File: src/rtl/spi_command_receiver_pkg.sv
// Shared types and command codes for the SPI command receiver and its bench.
package spi_cmd_pkg;

  typedef enum logic [2:0] {
    IDLE,
    CMD,
    SPRITE,
    BG,
    FG,
    IGNORE
  } spi_state_t;

  localparam logic [7:0] CMD_NOP    = 8'h00;
  localparam logic [7:0] CMD_SPRITE = 8'h01;
  localparam logic [7:0] CMD_BG     = 8'h02;
  localparam logic [7:0] CMD_FG     = 8'h03;

  localparam int unsigned BYTE_BITS = 8;
  localparam int unsigned BIT_CNT_W = 3;

  // Map a received command byte to the state that handles its payload.
  function automatic spi_state_t decode_cmd(input logic [BYTE_BITS-1:0] cmd);
    spi_state_t nxt;
    case (cmd)
      CMD_NOP:    nxt = CMD;
      CMD_SPRITE: nxt = SPRITE;
      CMD_BG:     nxt = BG;
      CMD_FG:     nxt = FG;
      default:    nxt = IGNORE;
    endcase
    return nxt;
  endfunction

endpackage

File: src/rtl/spi_command_receiver_if.sv
// SPI pins in, sprite stream and colour registers out.
interface spi_command_receiver_if #(
  parameter int unsigned COLOR_BITS = 6
);

  logic                  spi_clk;
  logic                  spi_data;
  logic                  spi_sel;
  logic                  sprite_bit;
  logic                  sprite_load;
  logic [COLOR_BITS-1:0] background_color;
  logic [COLOR_BITS-1:0] sprite_color;
  logic                  busy;

  // Host side: drives the SPI pins, observes the decoded outputs.
  modport master (
    output spi_clk,
    output spi_data,
    output spi_sel,
    input  sprite_bit,
    input  sprite_load,
    input  background_color,
    input  sprite_color,
    input  busy
  );

  // Receiver side.
  modport slave (
    input  spi_clk,
    input  spi_data,
    input  spi_sel,
    output sprite_bit,
    output sprite_load,
    output background_color,
    output sprite_color,
    output busy
  );

endinterface

File: src/rtl/spi_command_receiver_sync_edge.sv
// Brings the asynchronous SPI pins into the clk domain and detects edges.
// The last stage is registered so rise, data and select reach the FSM aligned.
module spi_sync_edge (
  input  logic clk,
  input  logic reset_n,
  input  logic spi_clk,
  input  logic spi_data,
  input  logic spi_sel,
  output logic clk_rise,
  output logic data_bit,
  output logic sel_level,
  output logic sel_fall
);

  logic [1:0] clk_s;
  logic [1:0] data_s;
  logic [1:0] sel_s;
  logic       clk_prev;

  // Two-flop synchronisers, previous-sample flop and aligned output stage.
  always_ff @(posedge clk or negedge reset_n) begin
    if (!reset_n) begin
      clk_s     <= 2'b00;
      data_s    <= 2'b00;
      sel_s     <= 2'b11;
      clk_prev  <= 1'b0;
      clk_rise  <= 1'b0;
      data_bit  <= 1'b0;
      sel_level <= 1'b1;
      sel_fall  <= 1'b0;
    end else begin
      clk_s     <= {clk_s[0], spi_clk};
      data_s    <= {data_s[0], spi_data};
      sel_s     <= {sel_s[0], spi_sel};
      clk_prev  <= clk_s[1];
      clk_rise  <= clk_s[1] & ~clk_prev;
      data_bit  <= data_s[1];
      sel_level <= sel_s[1];
      sel_fall  <= ~sel_s[1] & sel_level;
    end
  end

endmodule

File: src/rtl/spi_command_receiver.sv
// SPI slave that decodes a command byte and either streams sprite bitmap
// bits or loads the background / sprite colour registers.
module spi_command_receiver
  import spi_cmd_pkg::*;
#(
  parameter int unsigned           SPRITE_BITS = 100,
  parameter int unsigned           COLOR_BITS  = 6,
  parameter logic [COLOR_BITS-1:0] BG_RESET    = 6'b010101,
  parameter logic [COLOR_BITS-1:0] FG_RESET    = 6'b111111
) (
  input  logic                 clk,
  input  logic                 reset_n,
  spi_command_receiver_if.slave bus
);

  localparam int unsigned SPRITE_CNT_W = (SPRITE_BITS > 1) ? $clog2(SPRITE_BITS) : 1;
  localparam logic [SPRITE_CNT_W-1:0] SPRITE_LAST = SPRITE_CNT_W'(SPRITE_BITS - 1);
  localparam logic [BIT_CNT_W-1:0]    BYTE_LAST   = BIT_CNT_W'(BYTE_BITS - 1);

  logic clk_rise;
  logic data_bit;
  logic sel_level;
  logic sel_fall;

  spi_sync_edge u_sync (
    .clk       (clk),
    .reset_n   (reset_n),
    .spi_clk   (bus.spi_clk),
    .spi_data  (bus.spi_data),
    .spi_sel   (bus.spi_sel),
    .clk_rise  (clk_rise),
    .data_bit  (data_bit),
    .sel_level (sel_level),
    .sel_fall  (sel_fall)
  );

  spi_state_t              state_q;
  logic [BIT_CNT_W-1:0]    bit_cnt_q;
  logic [SPRITE_CNT_W-1:0] sprite_cnt_q;
  logic [BYTE_BITS-2:0]    shift_q;
  logic [BYTE_BITS-1:0]    shift_next;
  logic                    byte_done;
  logic                    sprite_bit_q;
  logic                    sprite_load_q;
  logic [COLOR_BITS-1:0]   bg_q;
  logic [COLOR_BITS-1:0]   fg_q;
  logic                    busy_q;

  // Byte being completed by the current bit; valid when clk_rise is high.
  assign shift_next = {shift_q, data_bit};
  assign byte_done  = (bit_cnt_q == BYTE_LAST);

  // Command / payload FSM; a deselect overrides any bit arriving with it.
  always_ff @(posedge clk or negedge reset_n) begin
    if (!reset_n) begin
      state_q       <= IDLE;
      bit_cnt_q     <= '0;
      sprite_cnt_q  <= '0;
      shift_q       <= '0;
      sprite_bit_q  <= 1'b0;
      sprite_load_q <= 1'b0;
      bg_q          <= BG_RESET;
      fg_q          <= FG_RESET;
      busy_q        <= 1'b0;
    end else begin
      sprite_load_q <= 1'b0;
      busy_q        <= ~sel_level;
      if (sel_level) begin
        state_q      <= IDLE;
        bit_cnt_q    <= '0;
        sprite_cnt_q <= '0;
        shift_q      <= '0;
      end else begin
        case (state_q)
          IDLE: begin
            if (sel_fall) begin
              state_q      <= CMD;
              bit_cnt_q    <= '0;
              sprite_cnt_q <= '0;
              shift_q      <= '0;
            end
          end
          CMD: begin
            if (clk_rise) begin
              shift_q <= shift_next[BYTE_BITS-2:0];
              if (byte_done) begin
                bit_cnt_q    <= '0;
                sprite_cnt_q <= '0;
                state_q      <= decode_cmd(shift_next);
              end else begin
                bit_cnt_q <= bit_cnt_q + BIT_CNT_W'(1);
              end
            end
          end
          SPRITE: begin
            if (clk_rise) begin
              sprite_bit_q  <= data_bit;
              sprite_load_q <= 1'b1;
              if (sprite_cnt_q == SPRITE_LAST) begin
                sprite_cnt_q <= '0;
                bit_cnt_q    <= '0;
                state_q      <= CMD;
              end else begin
                sprite_cnt_q <= sprite_cnt_q + SPRITE_CNT_W'(1);
              end
            end
          end
          BG, FG: begin
            if (clk_rise) begin
              shift_q <= shift_next[BYTE_BITS-2:0];
              if (byte_done) begin
                bit_cnt_q <= '0;
                state_q   <= CMD;
                if (state_q == BG) begin
                  bg_q <= shift_next[COLOR_BITS-1:0];
                end else begin
                  fg_q <= shift_next[COLOR_BITS-1:0];
                end
              end else begin
                bit_cnt_q <= bit_cnt_q + BIT_CNT_W'(1);
              end
            end
          end
          IGNORE: begin
            state_q <= IGNORE;
          end
          default: begin
            state_q <= IDLE;
          end
        endcase
      end
    end
  end

  assign bus.sprite_bit       = sprite_bit_q;
  assign bus.sprite_load      = sprite_load_q;
  assign bus.background_color = bg_q;
  assign bus.sprite_color     = fg_q;
  assign bus.busy             = busy_q;

endmodule

File: src/flat_wrapper.sv
// flat-port wrapper written by rule: the top's interface ports become plain ports
module spi_command_receiver_flat import spi_cmd_pkg::*;
#(
  parameter int unsigned           SPRITE_BITS = 100,
  parameter int unsigned           COLOR_BITS  = 6,
  parameter logic [COLOR_BITS-1:0] BG_RESET    = 6'b010101,
  parameter logic [COLOR_BITS-1:0] FG_RESET    = 6'b111111
)
  (clk, reset_n, bus_spi_clk, bus_spi_data, bus_spi_sel, bus_sprite_bit, bus_sprite_load, bus_background_color, bus_sprite_color, bus_busy);
  spi_command_receiver_if #(.COLOR_BITS(COLOR_BITS)) bus_i ();
  input  logic clk;
  input  logic reset_n;
  input wire logic [$bits(bus_i.spi_clk)-1:0] bus_spi_clk;
  input wire logic [$bits(bus_i.spi_data)-1:0] bus_spi_data;
  input wire logic [$bits(bus_i.spi_sel)-1:0] bus_spi_sel;
  output wire logic [$bits(bus_i.sprite_bit)-1:0] bus_sprite_bit;
  output wire logic [$bits(bus_i.sprite_load)-1:0] bus_sprite_load;
  output wire logic [$bits(bus_i.background_color)-1:0] bus_background_color;
  output wire logic [$bits(bus_i.sprite_color)-1:0] bus_sprite_color;
  output wire logic [$bits(bus_i.busy)-1:0] bus_busy;
  assign bus_i.spi_clk = bus_spi_clk;
  assign bus_i.spi_data = bus_spi_data;
  assign bus_i.spi_sel = bus_spi_sel;
  assign bus_sprite_bit = bus_i.sprite_bit;
  assign bus_sprite_load = bus_i.sprite_load;
  assign bus_background_color = bus_i.background_color;
  assign bus_sprite_color = bus_i.sprite_color;
  assign bus_busy = bus_i.busy;
  spi_command_receiver #(.SPRITE_BITS(SPRITE_BITS), .COLOR_BITS(COLOR_BITS), .BG_RESET(BG_RESET), .FG_RESET(FG_RESET)) u_core (.clk(clk), .reset_n(reset_n), .bus(bus_i));
endmodule
File: config.mk
export PLATFORM = sky130hd
export DESIGN_NAME = spi_command_receiver_flat
export DESIGN_NICKNAME = d
export VERILOG_FILES = /design/src/rtl/spi_command_receiver_pkg.sv /design/src/rtl/spi_command_receiver_if.sv /design/src/rtl/spi_command_receiver_sync_edge.sv /design/src/rtl/spi_command_receiver.sv /design/src/flat_wrapper.sv
export SDC_FILE = /design/constraint.sdc
export NUM_CORES = 1
export LEC_CHECK = 0
export BUFFER_PORTS_ARGS = -buffer_cell sky130_fd_sc_hd__buf_2
export CORE_MARGIN = 2
export CORE_UTILIZATION = 54
export DETAILED_ROUTE_END_ITERATION = 10
export PLACE_DENSITY_LB_ADDON = 0.15
export RECOVER_POWER = 25
export SETUP_SLACK_MARGIN = 0.02
export SLEW_MARGIN = 20
export SYNTH_ARGS = -nofsm -noshare
export SYNTH_HDL_FRONTEND = slang
export SYNTH_HIERARCHICAL = 1
export SYNTH_SLANG_ARGS = --single-unit
export TNS_END_PERCENT = 30
File: constraint.sdc
create_clock -name clk -period 2.5 [get_ports clk]
set_clock_uncertainty 0.2 [all_clocks]
set_input_delay 0.75 -clock clk [delete_from_list [all_inputs] [get_ports clk]]
set_output_delay 0.75 -clock clk [all_outputs]
set_load 0.02 [all_outputs]
==> reports/metrics.cfg, run 1 <==
[status]
outcome=completed

[sta]
rsz0062_at_grt=false
layout_setup_ws_ns=0.133
period_share=0.947
maxSlewViolCount=0
max_freq_mhz=423
relSlewSlack=0.252
hold_viol=0
tns_ns=0
finalSetupViolations=0
tightest_slew_ns=1.12
fin_crit_ns=2.37

[finish]
finalNetCount=210
final_cell_mix=dfrtp_1 (34), buf_2 (19), nand2_1 (15)
drive_gt1_frac=0.320
stdcell_area_um2=2380
synthToLayoutAreaGrowth_pct=10.3
n_antenna_cell=0
fin_util=0.635
final_common_cell=dfrtp_1

[power]
p_per_area_nw_per_um2=757
p_sw_frac=0.342
intPower_uw=1190
total_power_uw=1800
clockPowerShare=0.260
switchingPower_uw=615
seqPwrFrac=0.500
p_comb_frac=0.240
p_leak_uw=0.00115
ir_worst_vdd_mv=0.445

[placed_design]
routabilityCongestion=0.843
dpl_cell_area_um2=2290
dpl.hpwl_mm=2.77
dp_slack_ns=0.109
portBuffers=19

[grt]
grt_pass1_vias=1404
overflow=0
grt_max_degree=47
grt_pass1_wl_mm=6.84
grtUsageTotal=0.207
antenna_found_initial=0

[yosys]
syn_inst=181
synth_edf_count=0
ys_seq_area_frac=0.541
synth_top_area_share=0.395
netlist_area_um2=2160
yosysUniqueCellTypes=47
ys_ff_latch=46
ys_warn_count=6
synth_nets=189
synth_area_leaders=dfrtp_1 (39%), dfstp_2 (15%), mux2_2 (6.3%), mux2i_1 (4.2%), nand2_1 (2.6%)
syn_avg_cell_area_um2=11.9
synthFlopType=dfrtp_1
synth_top_area_cell=dfrtp_1
ys_async_sr_fraction=1.00

[clocking]
cts_tree=yes
cts_buffers=5
clock-sinks=46
clk_pin_slew_ns=0.09
cts_hold_buf=0
insertion_delay_ns=0.30
cts_root_buffer=clkbuf_8
cts_setup_buffers=0
cts_resized=0
clock_path_buffers=2
cts_max_level=2

[setup_path]
rr_worst_depth=6
rr_startpoint=u_core/bit_cnt_q[0]
cp_common_cell=ha_1
path_depth=6
worst_ep_required_time_ns=2.49
worst_path_max_delay_cell=or4b_1
r2r_slack_ns=0.13
worstSetupPathType=flop to flop
cp.arrival_ns=2.36
path_buf_inv=0
endpoint_kind=flop
path_cells=ha_1 -> ha_1 -> or4b_1 -> a31oi_2 -> a21oi_2 -> mux2_1
cp-endpoint=u_core/state_q[0]
path_delay_family=simple AND/OR/NAND/NOR gates
rr_endpoint=u_core/state_q[0]
worst_path_largest_cell_delay_ns=0.55
cp-start-kind=flop
crit_start=u_core/bit_cnt_q[0]
crit_fanout=5

[floorplan]
floorplan.die.width_um=67.2
fp.coreArea_um2=3740
initial_utilization=0.576
row_count=22
die-area_um2=4510
die_h_um=67.2
io_pins=20

[routing]
wl_per_cell_um=15.9
wirelength_mm=3.99
drtIter0Drc=111
via_per_inst=5.76
drc=0
num_vias=1446
drt-pass1-iter-count=4
drtAntennaViolNets=0

[min_path]
hold_path.class=flop to flop

[run]
maxCapViolations=0

power groups by stage:
stage	clock (uW)	combinational, uW	sequential [uW]
after detailed placement	0	420	912
after global routing	502	473	910
after global placement	0	401	902
after floorplan	0	362	865
final	468	432	900
after CTS	478	422	897
cells by family after synthesis:
group	Yosys count	share of synthesized area
AOI/OAI and AO/OA	31	0.106
xor gates and xnor gates	1	0.00406
adders and majority gates	3	0.0174
buffers and inverters	21	0.0458
DFF	46	0.541
muxes	25	0.125
and+or+nand+nor	54	0.160
per-stage QoR:
step,hold slack (ns),std cells
2_1_floorplan,0.131,181
3_5_place_dp,0.135,243
5_1_grt,0.175,251
6_report,0.153,251
3_3_place_gp,0.132,243
4_1_cts,0.155,251
how the worst min path moves through the flow:
stage / start / endpoint / slack [ns] / cells after the start
after floorplan: u_core/u_sync/clk_s[0] / u_core/u_sync/clk_s[1] / 0.13 / 0
after global placement: u_core/u_sync/clk_s[0] / u_core/u_sync/clk_s[1] / 0.13 / 0
after detailed placement: u_core/u_sync/data_s[0] / u_core/u_sync/data_s[1] / 0.13 / 0
after CTS: u_core/u_sync/data_s[0] / u_core/u_sync/data_s[1] / 0.16 / 0
after global routing: u_core/u_sync/data_s[0] / u_core/u_sync/data_s[1] / 0.18 / 0
final: u_core/u_sync/data_s[0] / u_core/u_sync/data_s[1] / 0.15 / 0
Yosys cell counts, types with 2 or more instances:
cell	number
o21ai_0	2
mux2_1	4
o21ai_1	2
and3_1	2
dfrtp_1	34
inv_1	12
nand4_1	2
and4_1	2
buf_6	2
o31ai_1	5
a31oi_1	3
ha_1	3
nand2_1	15
clkbuf_1	3
dfstp_2	12
nor2b_4	2
nor2_1	6
mux2i_1	9
buf_2	4
nand3_1	2
nor3_1	3
or3b_2	2
or4_1	6
and2_1	2
a21oi_2	2
a21oi_1	7
mux2_2	12
or4b_1	2
sequential cells by signal, summed over array words and instances (netlist names), 2 cells and up:
| name | flops |
|---|---|
| u_core/bit_cnt_q | 3 |
| u_core/bus.background_color | 6 |
| u_core/bus.sprite_color | 6 |
| u_core/shift_q | 7 |
| u_core/sprite_cnt_q | 7 |
| u_core/state_q | 3 |
| u_core/u_sync/clk_s | 2 |
| u_core/u_sync/data_s | 2 |
| u_core/u_sync/sel_s | 2 |
area by class of cell:
class,instances,area [um2]
repair buffers,23,123
well taps,48,60.1
clock buffers,5,68.8
inverters,12,45.0
clock inverters,3,25.0
flip-flops and latches,46,1170
fillers,336,1370
multi-input cells,114,890
layer usage:
layer	part of all wire	routed length [um]	track usage	up-vias
li1	-	-	-	692
met1	0.44	1760	0.288	705
met2	0.51	2020	0.323	43
met3	0.038	151	0.0300	6
met4	0.015	58	0.0944	0
met5	0	0	0	-
No activity file was read; power rests on OpenSTA's default activity.
==> run 2: changes to the inputs <==
--- a/config.mk
+++ b/config.mk
@@ -5,10 +5,10 @@
 export SDC_FILE = /design/constraint.sdc
 export NUM_CORES = 1
 export LEC_CHECK = 0
-export BUFFER_PORTS_ARGS = -buffer_cell sky130_fd_sc_hd__buf_2
 export CORE_MARGIN = 2
 export CORE_UTILIZATION = 54
 export DETAILED_ROUTE_END_ITERATION = 10
+export DONT_BUFFER_PORTS = 1
 export PLACE_DENSITY_LB_ADDON = 0.15
 export RECOVER_POWER = 25
 export SETUP_SLACK_MARGIN = 0.02
==> run 2 against run 1 <==
  * Via count fell by 2.4%
  * The flow now finishes with violations (capacitance limit, slew limit)
  * Non-clock buffer count fell by 19
  * Clock power rose by 17%
  * Critical path depth did not move
  * Largest cell class unchanged
  * Largest power group unchanged
  * Clock-buffer cell count did not move
  * Flip-flop and latch count did not move
  * Register-to-register slack got worse by 0.04 ns
  * Global-route usage fell by 0.19 points
==> reports/metrics.cfg, run 2 (synthesis gave the netlist of run 1 again) <==
[clocking]
cts_buffers=5
clock_path_buffers=2
clk_pin_slew_ns=0.09
clock-sinks=46
cts_setup_buffers=0
cts_root_buffer=clkbuf_8
cts_max_level=2
cts_tree=yes
insertion_delay_ns=0.29

[setup_path]
path_delay_family=simple AND/OR/NAND/NOR gates
path_depth=6
worst_path_largest_cell_delay_ns=0.58
crit_fanout=5
worst_path_max_delay_cell=or4b_1
path_cells=ha_1 -> ha_1 -> or4b_1 -> a31oi_2 -> a21oi_2 -> mux2_1
path_buf_inv=0
r2r_slack_ns=0.09
worstSetupPathType=flop to flop
worst_ep_required_time_ns=2.48
rr_startpoint=u_core/bit_cnt_q[0]
endpoint_kind=flop
cp-start-kind=flop
cp.arrival_ns=2.39
crit_start=u_core/bit_cnt_q[0]
cp_common_cell=ha_1
rr_worst_depth=6

[routing]
num_vias=1412
drtIter0Drc=64
drc=0
wl_per_cell_um=17.2
wirelength_mm=3.98
via_per_inst=6.09
drtAntennaViolNets=0
drt-pass1-iter-count=4

[sta]
finalSetupViolations=0
relSlewSlack=-0.0146
fin_crit_ns=2.41
rsz0062_at_grt=false
tns_ns=0
max_freq_mhz=415
hold_viol=0
maxSlewViolCount=35
period_share=0.964
tightest_slew_ns=1.52
layout_setup_ws_ns=0.0889

[placed_design]
place_inst=223
dp_slack_ns=0.105
routabilityCongestion=0.867
portBuffers=0
dpl.hpwl_mm=2.68

[finish]
fill_cells=317
top_regs=u_core/shift_q (7), u_core/sprite_cnt_q (7)
synthToLayoutAreaGrowth_pct=7.43
final_cell_mix=dfrtp_1 (34), nand2_1 (15), inv_1 (12), mux2_2 (12), dfstp_2 (12)
drive_gt1_frac=0.261
n_antenna_cell=0
final_common_cell=dfrtp_1
instances_no_fill=232
finalNetCount=191
fin_util=0.619

[floorplan]
die-area_um2=4510
floorplan.die.width_um=67.2
die_h_um=67.2
fp.coreArea_um2=3740
initial_utilization=0.576
io_pins=20
row_count=22

[power]
p_per_area_nw_per_um2=805
ir_worst_vdd_mv=0.545
p_leak_uw=0.00108

[grt]
grt_max_degree=35
overflow=0
grt_pass1_wl_mm=6.72
grt_pass1_vias=1473
antenna_found_initial=0
grtUsageTotal=0.205

[run]
maxCapViolations=1

[status]
violations=capacitance limit, slew limit
outcome=complete, but fails checks

[min_path]
hold_path.class=input port to asynchronous set/reset pin

## run 2: cell types whose count changed in the layout (fill, tap and decap cells not counted), sizes merged
cell          previous run  this run
bufinv                   0         1
dlymetal6s4s             0         1
clkinvlp                 1         0
buf                     22         3
clkbuf                   6         5
## run 2: final cells by class
type                       count  area, um2  share of cell area
inverter                      12       45.0              0.0194
clock buffer                   5       68.8              0.0297
sequential                    46       1170               0.504
tap                           48       60.1              0.0259
multi-input combinational    114        897               0.387
timing repair buffer           4       35.0              0.0151
clock inverter                 3       43.8              0.0189
## run 2: where the power goes
group / total [uW] / internal, uW / leakage (uW) / switching [uW]
registers: 910 / 803 / 0.000577 / 107
logic: 406 / 176 / 0.000450 / 230
clock network: 549 / 300 / 0.0000585 / 249
## run 2: repair_timing
| action | CTS | global route |
|---|---|---|
| hold buffers | 1 | 0 |
| setup endpoints to repair | 0 | 1 |
| hold endpoints to repair | 34 | 0 |
| gates resized for setup | 0 | 1 |
## run 2: final timing paths
path | end
worst max-delay path | u_core/state_q[0]
worst min-delay path | u_core/u_sync/sel_level
worst max register to register | u_core/state_q[0]
worst min register to register | u_core/u_sync/data_bit
max in group asynchronous | u_core/u_sync/clk_rise
min in group clk | u_core/u_sync/data_bit
## run 2: routing by layer
layer | track usage | wire, um | vias to the layer above
li1 | - | - | 656
met4 | 0.117 | 85 | 0
met5 | 0 | 0 | -
met1 | 0.254 | 1750 | 713
met2 | 0.325 | 1970 | 37
met3 | 0.0533 | 178 | 6
## run 2: stage by stage
step,instance area (um2),hold slack [ns],total power (uW)
after floorplan,2160,0.131,1230
after global placement,2180,0.132,1280
after detailed placement,2180,0.136,1300
after CTS,2320,0.0765,1870
after global routing,2320,0.0675,1960
final,2320,0.0898,1870
==> run 3: changes to the inputs <==
--- a/config.mk
+++ b/config.mk
@@ -5,6 +5,7 @@
 export SDC_FILE = /design/constraint.sdc
 export NUM_CORES = 1
 export LEC_CHECK = 0
+export ABC_AREA = 1
 export CORE_MARGIN = 2
 export CORE_UTILIZATION = 54
 export DETAILED_ROUTE_END_ITERATION = 10
==> run 3 against run 2 <==
  * The flow still finishes with violations (capacitance limit, slew limit)
  * Synthesized cell count up 35%
  * Critical path type is now input port to asynchronous set/reset pin
  * Via count up 12%
  * Worst setup slack improved by 0.43 ns
  * Largest power group unchanged
  * Wire length is 2.6% lower
  * Cell count up 28%
==> reports/metrics.cfg, run 3 <==
[placed_design]
place_inst=288
dpl.hpwl_mm=2.74
routabilityCongestion=0.886
portBuffers=0

[status]
violations=capacitance limit, slew limit
outcome=complete, but fails checks

[floorplan]
die-area_um2=4470
io_pins=20
row_count=22
floorplan.die.width_um=66.9
fp.coreArea_um2=3720
die_h_um=66.9
initial_utilization=0.574

[sta]
tightest_slew_ns=1.51
relSlewSlack=-0.00397
rsz0062_at_grt=false
hold_viol=0
finalSetupViolations=0
max_freq_mhz=504
maxSlewViolCount=34
tns_ns=0
period_share=0.794
fin_crit_ns=1.98

[setup_path]
worst_path_max_delay_cell=dlymetal6s4s_1
r2r_slack_ns=0.61
path_delay_family=buffers and inverters
path_buf_inv=1
rr_endpoint=u_core/bus.sprite_color[3]
rr_startpoint=u_core/bit_cnt_q[0]
endpoint_kind=asynchronous set/reset pin
rr_worst_depth=6
path_cells=dlymetal6s4s_1
worst_ep_required_time_ns=2.45
cp.arrival_ns=1.93
worst_path_largest_cell_delay_ns=1.18
cp-start-kind=input port
crit_fanout=34
worstSetupPathType=input port to asynchronous set/reset pin

[clocking]
clk_pin_slew_ns=0.08
cts_tree=yes
cts_root_buffer=clkbuf_8
cts_max_level=2
cts_resized=0
cts_buffers=5
clock-sinks=46
clock_path_buffers=2
insertion_delay_ns=0.30

[routing]
via_per_inst=5.32
drtIter0Drc=118
drc=0
drt-pass1-iter-count=5
wirelength_mm=3.88
num_vias=1580
wl_per_cell_um=13.1
drtAntennaViolNets=0

[min_path]
hold_path.class=input port to asynchronous set/reset pin

[yosys]
syn_avg_cell_area_um2=8.71
ys_seq_area_frac=0.547
ys_warn_count=6
synth_top_area_share=0.399
synth_area_leaders=dfrtp_1 (40%), dfstp_2 (15%), nand2_1 (11%), nand3_1 (5.9%), o21ai_0 (4.9%)
synthTopCellsByCount=nand2_1 (61), dfrtp_1 (34), inv_1 (27)
synth_top_area_cell=dfrtp_1
ys_ff_latch=46
synth_edf_count=0
ys_async_sr_fraction=1.00
yosysMostFrequentCell=nand2_1
yosysUniqueCellTypes=27
syn_inst=245
netlist_area_um2=2130
synth_nets=253
synthFlopType=dfrtp_1

[finish]
instances_no_fill=297
n_antenna_cell=0
fill_cells=323
final_cell_mix=nand2_1 (61), dfrtp_1 (34), inv_1 (27)
top_regs=u_core/shift_q (7), u_core/sprite_cnt_q (7)
drive_gt1_frac=0.137
synthToLayoutAreaGrowth_pct=6.86
final_common_cell=nand2_1
finalNetCount=256

[power]
ir_worst_vdd_mv=0.499
p_per_area_nw_per_um2=801
p_leak_uw=0.00110

[grt]
grt_pass1_vias=1495
antenna_found_initial=0
grt_pass1_wl_mm=6.67
grtUsageTotal=0.201
overflow=0
grt_max_degree=35

[run]
maxCapViolations=1

## run 3: changes by cell type after synthesis, moves of 5 or more
cell,change
or4_1,-6
inv_1,+15
a21oi_1,-6
nand2_1,+46
mux2i_1,-9
o31ai_1,-5
o21ai_0,+19
nand3_1,+23
nor2_1,+19
mux2_2,-12
## run 3: metal layers
layer	up-vias	track usage	wire length, um
met4	0	0.0459	23
met5	-	0	0
met2	49	0.314	1710
met3	2	0.0625	258
met1	733	0.275	1890
li1	796	-	-
## run 3: kinds of logic (layout without fill, tap and decap cells)
group | after synthesis | in the layout | share of synthesized area
AOI/OAI and AO/OA | 31 | 31 | 0.0845
xor gates and xnor gates | 2 | 2 | 0.00821
adders and majority gates | 3 | 3 | 0.0176
buffers and inverters | 32 | 36 | 0.0633
DFF | 46 | 46 | 0.547
and+or+nand+nor | 131 | 131 | 0.280
## run 3: per-stage QoR
| step | instance area (um2) | util | worst slack (ns) | hold slack [ns] | power, uW |
|---|---|---|---|---|---|
| 2_1_floorplan | 2130 | - | 0.849 | 0.131 | 1240 |
| 3_3_place_gp | 2160 | 0.581 | 0.640 | 0.136 | 1310 |
| 3_5_place_dp | 2160 | 0.581 | 0.632 | 0.138 | 1310 |
| 4_1_cts | 2290 | 0.615 | 0.604 | 0.0733 | 1840 |
| 5_1_grt | 2280 | 0.613 | 0.194 | 0.0569 | 1960 |
| 6_report | 2280 | 0.613 | 0.516 | 0.0832 | 1830 |
## run 3: worst max-delay path by stage
stage                         from                             end  slack [ns]  cells after the start
2_1_floorplan  u_core/bit_cnt_q[0]  u_core/bus.background_color[1]        0.85                      7
6_report                   reset_n               u_core/shift_q[6]        0.52                      1
3_3_place_gp   u_core/bit_cnt_q[0]      u_core/bus.sprite_color[2]        0.64                      6
3_5_place_dp   u_core/bit_cnt_q[0]      u_core/bus.sprite_color[3]        0.63                      6
5_1_grt                    reset_n             u_core/bit_cnt_q[1]        0.19                      1
4_1_cts        u_core/bit_cnt_q[0]      u_core/bus.sprite_color[3]        0.60                      6
## run 3: final cells by class
cell class / instances / area (um2) / share of cell area
Multi-Input combinational cell: 167 / 832 / 0.365
Tap cell: 48 / 60.1 / 0.0263
Inverter: 27 / 101 / 0.0445
Sequential cell: 46 / 1170 / 0.512
Clock buffer: 6 / 93.8 / 0.0412
Timing Repair Buffer: 1 / 12.5 / 0.00549
Clock inverter: 2 / 13.8 / 0.00604
## run 3: report_power, final
group	internal, uW	switching (uW)	total [uW]
Combinational	131	326	457
Sequential	793	63.1	856
Clock	259	254	513
Total	1180	643	1830
## run 3: timing repair
| action | in CTS | in global routing |
|---|---|---|
| hold endpoints to repair | 34 | 0 |
| hold buffers | 1 | 0 |
| buffers inserted | 0 | 0 |
